<file path="src/rtl/mem_bank_arb_pkg.sv">
// Shared types and constants for the four-port memory bank read arbiter.
// Round-robin arbitration is enabled by defining MEM_BANK_ARB_RR_EN; otherwise fixed priority.
package mem_bank_arb_pkg;

    localparam int NREQ   = 4;
    localparam int ADDR_W = 4;
    localparam int DATA_W = 4;
    localparam int IDX_W  = 2;

    // Address layout: upper bits pick the bank, lower bits the entry within it.
    localparam int BANK_LSB  = 2;
    localparam int BANK_W    = 2;
    localparam int ENTRY_LSB = 0;
    localparam int ENTRY_W   = 2;

    typedef enum logic [1:0] {
        IDLE   = 2'd0,
        ACCESS = 2'd1,
        RESP   = 2'd2
    } state_e;

    // Rotation pointer after granting idx; the 2-bit add wraps 3 -> 0.
    function automatic logic [IDX_W-1:0] next_ptr(input logic [IDX_W-1:0] idx);
        return idx + 1'b1;
    endfunction

endpackage

</file>
<file path="src/rtl/mem_bank_arb_if.sv">
// Requester and memory-side signal bundle for mem_bank_arb.
// slave: the arbiter's view; master: clients plus memory model driving it.
interface mem_bank_arb_if;
    import mem_bank_arb_pkg::*;

    logic [NREQ-1:0]        req;
    logic [NREQ*ADDR_W-1:0] addr_bus;
    logic [NREQ-1:0]        ack;
    logic [DATA_W-1:0]      rdata;
    logic                   busy;
    logic                   mem_ce;
    logic [ADDR_W-1:0]      mem_addr;
    logic [DATA_W-1:0]      mem_data;

    modport slave (
        input  req, addr_bus, mem_data,
        output ack, rdata, busy, mem_ce, mem_addr
    );

    modport master (
        output req, addr_bus, mem_data,
        input  ack, rdata, busy, mem_ce, mem_addr
    );

endinterface

</file>
<file path="src/rtl/mem_bank_arb_pick.sv">
// Combinational rotating-priority picker: first requester at or after ptr_i wins.
// With a pointer tied to zero it degenerates into fixed priority, req[0] highest.
module mem_bank_arb_pick
    import mem_bank_arb_pkg::*;
(
    input  logic [NREQ-1:0]  req_i,
    input  logic [IDX_W-1:0] ptr_i,
    output logic [NREQ-1:0]  gnt_o,
    output logic [IDX_W-1:0] gnt_idx_o,
    output logic             valid_o
);

    logic [NREQ-1:0]  rot_req;
    logic [IDX_W-1:0] offset;

    // rot_req[k] is the requester k places after the pointer.
    generate
        for (genvar gi = 0; gi < NREQ; gi++) begin : g_rot
            assign rot_req[gi] = req_i[ptr_i + IDX_W'(gi)];
        end
    endgenerate

    always_comb begin
        valid_o = |req_i;
        offset  = '0;
        for (int i = NREQ - 1; i >= 0; i--) begin
            if (rot_req[i]) begin
                offset = IDX_W'(i);
            end
        end
        gnt_idx_o = ptr_i + offset;
        gnt_o     = valid_o ? (NREQ'(1) << gnt_idx_o) : '0;
    end

endmodule

</file>
<file path="src/rtl/mem_bank_arb.sv">
// Four-port read arbiter in front of the 4-bank memory: grant, one ACCESS cycle, one RESP/ack cycle.
// Define MEM_BANK_ARB_RR_EN for round-robin; undefined gives fixed priority without a pointer register.
module mem_bank_arb
    import mem_bank_arb_pkg::*;
(
    input  logic          clk,
    input  logic          rst_n,
    mem_bank_arb_if.slave bus
);

    state_e            state_q, state_d;
    logic [IDX_W-1:0]  grant_q, grant_d;
    logic [ADDR_W-1:0] addr_q, addr_d;
    logic [DATA_W-1:0] rdata_q, rdata_d;

    logic [IDX_W-1:0]  pick_ptr;
    logic [NREQ-1:0]   pick_gnt;
    logic [IDX_W-1:0]  pick_idx;
    logic              pick_valid;

`ifdef MEM_BANK_ARB_RR_EN
    logic [IDX_W-1:0]  ptr_q, ptr_d;

    assign pick_ptr = ptr_q;

    always_ff @(posedge clk or negedge rst_n) begin
        if (!rst_n) begin
            ptr_q <= '0;
        end else begin
            ptr_q <= ptr_d;
        end
    end

    always_comb begin
        ptr_d = ptr_q;
        if (state_q == IDLE && pick_valid) begin
            ptr_d = next_ptr(pick_idx);
        end
    end
`else
    assign pick_ptr = '0;
`endif

    mem_bank_arb_pick u_pick (
        .req_i     (bus.req),
        .ptr_i     (pick_ptr),
        .gnt_o     (pick_gnt),
        .gnt_idx_o (pick_idx),
        .valid_o   (pick_valid)
    );

    always_ff @(posedge clk or negedge rst_n) begin
        if (!rst_n) begin
            state_q <= IDLE;
            grant_q <= '0;
            addr_q  <= '0;
            rdata_q <= '0;
        end else begin
            state_q <= state_d;
            grant_q <= grant_d;
            addr_q  <= addr_d;
            rdata_q <= rdata_d;
        end
    end

    // The address is latched at grant so later changes on the bus are invisible.
    always_comb begin
        state_d = state_q;
        grant_d = grant_q;
        addr_d  = addr_q;
        rdata_d = rdata_q;
        unique case (state_q)
            IDLE: begin
                if (pick_valid) begin
                    grant_d = pick_idx;
                    addr_d  = bus.addr_bus[ADDR_W*pick_idx +: ADDR_W];
                    state_d = ACCESS;
                end
            end
            ACCESS: begin
                rdata_d = bus.mem_data;
                state_d = RESP;
            end
            RESP: begin
                state_d = IDLE;
            end
            default: begin
                state_d = IDLE;
            end
        endcase
    end

    always_comb begin
        bus.mem_ce   = (state_q == ACCESS);
        bus.mem_addr = (state_q == ACCESS) ? addr_q : '0;
        bus.ack      = (state_q == RESP) ? (NREQ'(1) << grant_q) : '0;
        bus.rdata    = (state_q == RESP) ? rdata_q : '0;
        bus.busy     = (state_q == ACCESS) || (state_q == RESP);
    end

endmodule

</file>
<file path="src/flat_wrapper.sv">
// flat-port wrapper written by rule: the top's interface ports become plain ports
module mem_bank_arb_flat import mem_bank_arb_pkg::*;
  (clk, rst_n, bus_req, bus_addr_bus, bus_mem_data, bus_ack, bus_rdata, bus_busy, bus_mem_ce, bus_mem_addr);
  mem_bank_arb_if bus_i ();
  input  logic clk;
  input  logic rst_n;
  input wire logic [$bits(bus_i.req)-1:0] bus_req;
  input wire logic [$bits(bus_i.addr_bus)-1:0] bus_addr_bus;
  input wire logic [$bits(bus_i.mem_data)-1:0] bus_mem_data;
  output wire logic [$bits(bus_i.ack)-1:0] bus_ack;
  output wire logic [$bits(bus_i.rdata)-1:0] bus_rdata;
  output wire logic [$bits(bus_i.busy)-1:0] bus_busy;
  output wire logic [$bits(bus_i.mem_ce)-1:0] bus_mem_ce;
  output wire logic [$bits(bus_i.mem_addr)-1:0] bus_mem_addr;
  assign bus_i.req = bus_req;
  assign bus_i.addr_bus = bus_addr_bus;
  assign bus_i.mem_data = bus_mem_data;
  assign bus_ack = bus_i.ack;
  assign bus_rdata = bus_i.rdata;
  assign bus_busy = bus_i.busy;
  assign bus_mem_ce = bus_i.mem_ce;
  assign bus_mem_addr = bus_i.mem_addr;
  mem_bank_arb u_core (.clk(clk), .rst_n(rst_n), .bus(bus_i));
endmodule
</file>
<file path="config.mk">
export PLATFORM = sky130hd
export DESIGN_NAME = mem_bank_arb_flat
export DESIGN_NICKNAME = d
export VERILOG_FILES = /design/src/rtl/mem_bank_arb_pkg.sv /design/src/rtl/mem_bank_arb_if.sv /design/src/rtl/mem_bank_arb_pick.sv /design/src/rtl/mem_bank_arb.sv /design/src/flat_wrapper.sv
export SDC_FILE = /design/constraint.sdc
export NUM_CORES = 1
export LEC_CHECK = 0
export BUFFER_PORTS_ARGS = -buffer_cell sky130_fd_sc_hd__buf_2
export CAP_MARGIN = 20
export CELL_PAD_IN_SITES_DETAIL_PLACEMENT = 0
export CELL_PAD_IN_SITES_GLOBAL_PLACEMENT = 1
export CORE_ASPECT_RATIO = 1.5
export CORE_MARGIN = 10
export CORE_UTILIZATION = 31
export CTS_BUF_LIST = sky130_fd_sc_hd__clkbuf_8 sky130_fd_sc_hd__clkbuf_16
export CTS_CLUSTER_SIZE = 28
export DETAILED_ROUTE_END_ITERATION = 6
export HOLD_SLACK_MARGIN = 0.02
export PLACE_DENSITY = 0.87
export SYNTH_ARGS = -nofsm -noshare
export SYNTH_HDL_FRONTEND = slang
export SYNTH_SLANG_ARGS = --single-unit
</file>
<file path="constraint.sdc">
create_clock -name clk -period 1.5 [get_ports clk]
set_input_delay 0.225 -clock clk [delete_from_list [all_inputs] [get_ports clk]]
set_output_delay 0.225 -clock clk [all_outputs]
set_load 0.05 [all_outputs]
</file>
==> summary.md <==
| Metric | Value |
|---|---|
| DR WL/cell | `14.2 um` |
| Max Slew Vio Count | `0` |
| Total power | `2.52 mW` |
| Dominant synthesized flop cell | `dfrtp_1` |
| MaxCap Viol Count | `0` |
| Final core utilization | `between 40% and 50%` |
| Worst-path fanout max | `7` |
| Die area | `between 5000 and 6000 um^2` |
| Minimum clock period | `between 1000 and 1500 ps` |
| Sequential Power Share | `24.9%` |
| Synth Area in Adders | `4.67%` |
| Initial antenna violation count | `0` |
| Status | `finished, final reports clean` |
| Worst-case clock buffer depth | `2` |
| Largest net degree at the start of global routing | `14` |
| CP peak stage delay | `around 400 ps` |
| Compound-Gate Fraction of Synth Area | `about a fifth` |
| Initial Util | `between 30 and 40%` |
| R2R Setup Slk | `roughly 80 ps` |
| Die height | `82.3 um` |
| Post-Synth Simple-Gate Area | `around 25%` |
| Slew of the pin with the lowest slew margin | `311 ps` |
| Post-Syn Nets | `125` |
| HPWL Detailed | `roughly 1800 um` |
| Mux contribution to synthesized area | `5.61%` |
| Critical R2R Capture | `u_core.state_q[1]` |
| Largest cells by area after synthesis | `dfrtp_1 (37%), o21ai_0 (7.5%), and2_1 (6.2%)` |
| Yosys warns | `0` |
| Worst setup SP type | `register` |
| WP data required | `about 1300 ps` |
| Leakage | `0.609 nW` |
| RSZ-0062 raised after global routing | `true` |
| Critical path type | `reg2out` |
| Relative slew slack | `between 70% and 80%` |
| # nets final | `approximately 170` |
| Number of port buffers | `39` |
| Vias per std cell | `5.02` |
| PwrDens | `between 2000 and 2500 nW/um^2` |
| CTS root buf | `clkbuf_8` |
| Global route overflow | `0` |
| Crit path to | `bus_mem_addr[1]` |
| Mapped Area | `~800 um^2` |
| Layout cells sized above 1 | `around 49%` |
| CP Cell Sequence | `buf_4, ha_4, and2_4, buf_6` |
| EDFF count, synth | `0` |
| CTS tree | `yes` |
| Sw Ratio | `roughly 46%` |
| Area delta synth->final | `53.3%` |
| Post-Synth XOR/XNOR Area | `0%` |
| Row count | `22` |
| Global-route wire length before repair | `roughly 3600 um` |
| Origin of the critical flop-to-flop path | `u_core.state_q[1]` |
| Fillers | `around 240` |
| Final period util | `a little over nine tenths` |
| Area of the multi-input gates | `495 um^2` |
| Max Clock Freq | `678 MHz` |
| Max Clock Skew | `around 0.87 ps` |
| Worst min path class | `in2reg` |
| Clock sink total | `12` |
| # diodes | `0` |
| Post-synth cell types | `25` |
| H-tree Lvls | `1` |
| Clock share of power | `a little over an eighth` |
| Post-synthesis sequential area ratio | `37.4%` |
| Worst Setup End Kind | `output port` |
| First DRT Iteration DRCs | `8` |
| Crit path DAT | `between 1000 and 1500 ps` |
| Final hold slack | `between 200 and 250 ps` |
| Core area | `2480 um^2` |
| Syn avg cell area | `about 8.4 um^2` |
| Crit path from | `u_core.state_q[0]` |
| Synth async-reset ratio | `100%` |
| DRC violations left | `0` |
| DR vias | `between 800 and 900` |
| Cell depth of the worst flop-to-flop path | `5` |
| Sw power | `1.16 mW` |
| Reg area | `between 300 and 400 um^2` |
| Clk_lat worst skew | `roughly 240 ps` |
| GR Util All Layers | `a little under a tenth` |
| Die W | `61.6 um` |
| Routability Congestion | `0.786` |
| Synth Register Bits | `12` |
| Final WL | `~2300 um` |
| Total CTS buffers | `3` |
| Final Cell Area | `around 1200 um^2` |
| Drt first pass iters | `4` |
| Combinational share of power | `around three fifths` |
| Largest family of logic cells by synthesized area | `simple AND/OR/NAND/NOR gates` |
| Max stage delay cell, worst path | `dfrtp_1` |
| Internal power | `between 1 and 1.5 mW` |
| Mapped Cells | `96` |
| Top-area cell type share of the netlist area | `about 37%` |
| Yosys top cell by area | `dfrtp_1` |
| Final Hold Vio Count | `0` |
| Dpl cell area | `about 1000 um^2` |
| Setup-failing EPs final | `0` |
| Vias in the first global route | `850` |
| Maximum VDD drop | `between 1000 and 1500 uV` |
| CTS clk-pin slew, worst paths | `50 ps` |
| Num ports | `40` |
| Antenna Violating Nets Remaining | `0` |
[what timing repair did]
action                                  4_1_cts  5_1_grt
pin swaps                                     1        0
buffers inserted                              1        2
resized for setup                            24        5
endpoints found under the setup margin       13       11
endpoints found under the hold margin        12        0
hold buffers                                  1        0
cloned                                        0        0
[critical path, delay by kind of cell, from the launching register on]
family	cells	cell delay, ps
flip-flops	1	400
AND/OR/NAND/NOR	1	140
adder cells (fa/ha/maj)	1	180
buffers and inverters	2	290
[metrics by stage]
step	std cells	setup WS, ps	setup TNS [ps]
after detailed placement	157	79.1	0
after global routing	165	-39.0	-140
after floorplan	96	-75.3	-343
after CTS	163	4.15	0
final	165	24.8	0
after global placement	157	123	0
[power by group through the flow]
stage / Sequential (mW) / Clock (mW) / Combinational [mW]
floorplan: 0.576 / 0 / 1.06
global placement: 0.598 / 0 / 1.28
detailed placement: 0.613 / 0 / 1.31
CTS: 0.625 / 0.354 / 1.50
global route: 0.648 / 0.370 / 1.66
finish: 0.628 / 0.345 / 1.55
[area by class of cell]
| class | instances | share of cell area, % |
|---|---|---|
| clock buffer | 4 | 4.47 |
| timing repair buffer | 47 | 26.3 |
| tap | 24 | 2.44 |
| sequential | 12 | 24.4 |
| multi-input combinational | 71 | 40.2 |
| inverter | 7 | 2.13 |
[worst min-delay path by stage]
stage                     cells past startpoint            start  slack [ps]                end
final                                         2  bus_mem_data[0]         220  u_core.rdata_q[0]
after global routing                          2  bus_mem_data[0]         230  u_core.rdata_q[0]
after CTS                                     2  bus_mem_data[0]         220  u_core.rdata_q[0]
after detailed placement                      1            rst_n         110  u_core.grant_q[0]
after global placement                        1            rst_n         110  u_core.grant_q[1]
after floorplan                               0            rst_n         -70   u_core.addr_q[0]
[synthesized netlist by cell type (3+ instances only)]
cell      number
dfrtp_1       12
o21ai_0       12
nand2_1       11
and2_1         8
nor2_1         8
a21oi_1        7
inv_1          7
clkbuf_1       5
mux2_2         4
a22oi_1        3
ha_1           3
nand3b_1       3
[placed cells by master, fill, tap and decap left out]
cell type	instances
a21oi_1	7
a22oi_1	3
a31oi_1	1
and2_1	4
and2_4	4
and3_1	1
and3b_1	1
buf_2	26
buf_4	11
buf_6	9
clkbuf_8	4
dfrtp_1	12
dlygate4sd3_1	1
ha_1	1
ha_4	2
inv_1	5
inv_2	2
mux2_2	4
nand2_1	11
nand2_4	1
nand3b_1	3
nor2_1	7
nor2_2	1
nor2b_1	1
nor3_1	1
nor3b_4	1
o21a_1	1
o21ai_0	12
o21ai_2	1
o221a_2	1
o31ai_2	1
or4_4	1
[kinds of logic (layout without fill, tap and decap cells)]
| group | Yosys count | after routing |
|---|---|---|
| buffers and inverters | 13 | 58 |
| adder cells (fa/ha/maj) | 3 | 3 |
| AO/OA/AOI/OAI | 27 | 27 |
| AND/OR/NAND/NOR | 37 | 37 |
| multiplexers | 4 | 4 |
| flip-flops | 12 | 12 |
[metal layers]
layer | vias up | global-route usage [%] | wire [um]
li1 | 416 | - | -
met1 | 372 | 9.02 | 879
met2 | 36 | 16.5 | 1200
met3 | 5 | 2.90 | 202
met4 | 0 | 6.05 | 62
met5 | - | 0 | 0
[sequential cells by signal (all words and copies together), names as in the netlist]
signal and cells:
u_core.addr_q 4, u_core.rdata_q 4, u_core.grant_q 2, u_core.state_q 2
(Power assumes the default switching activity.)
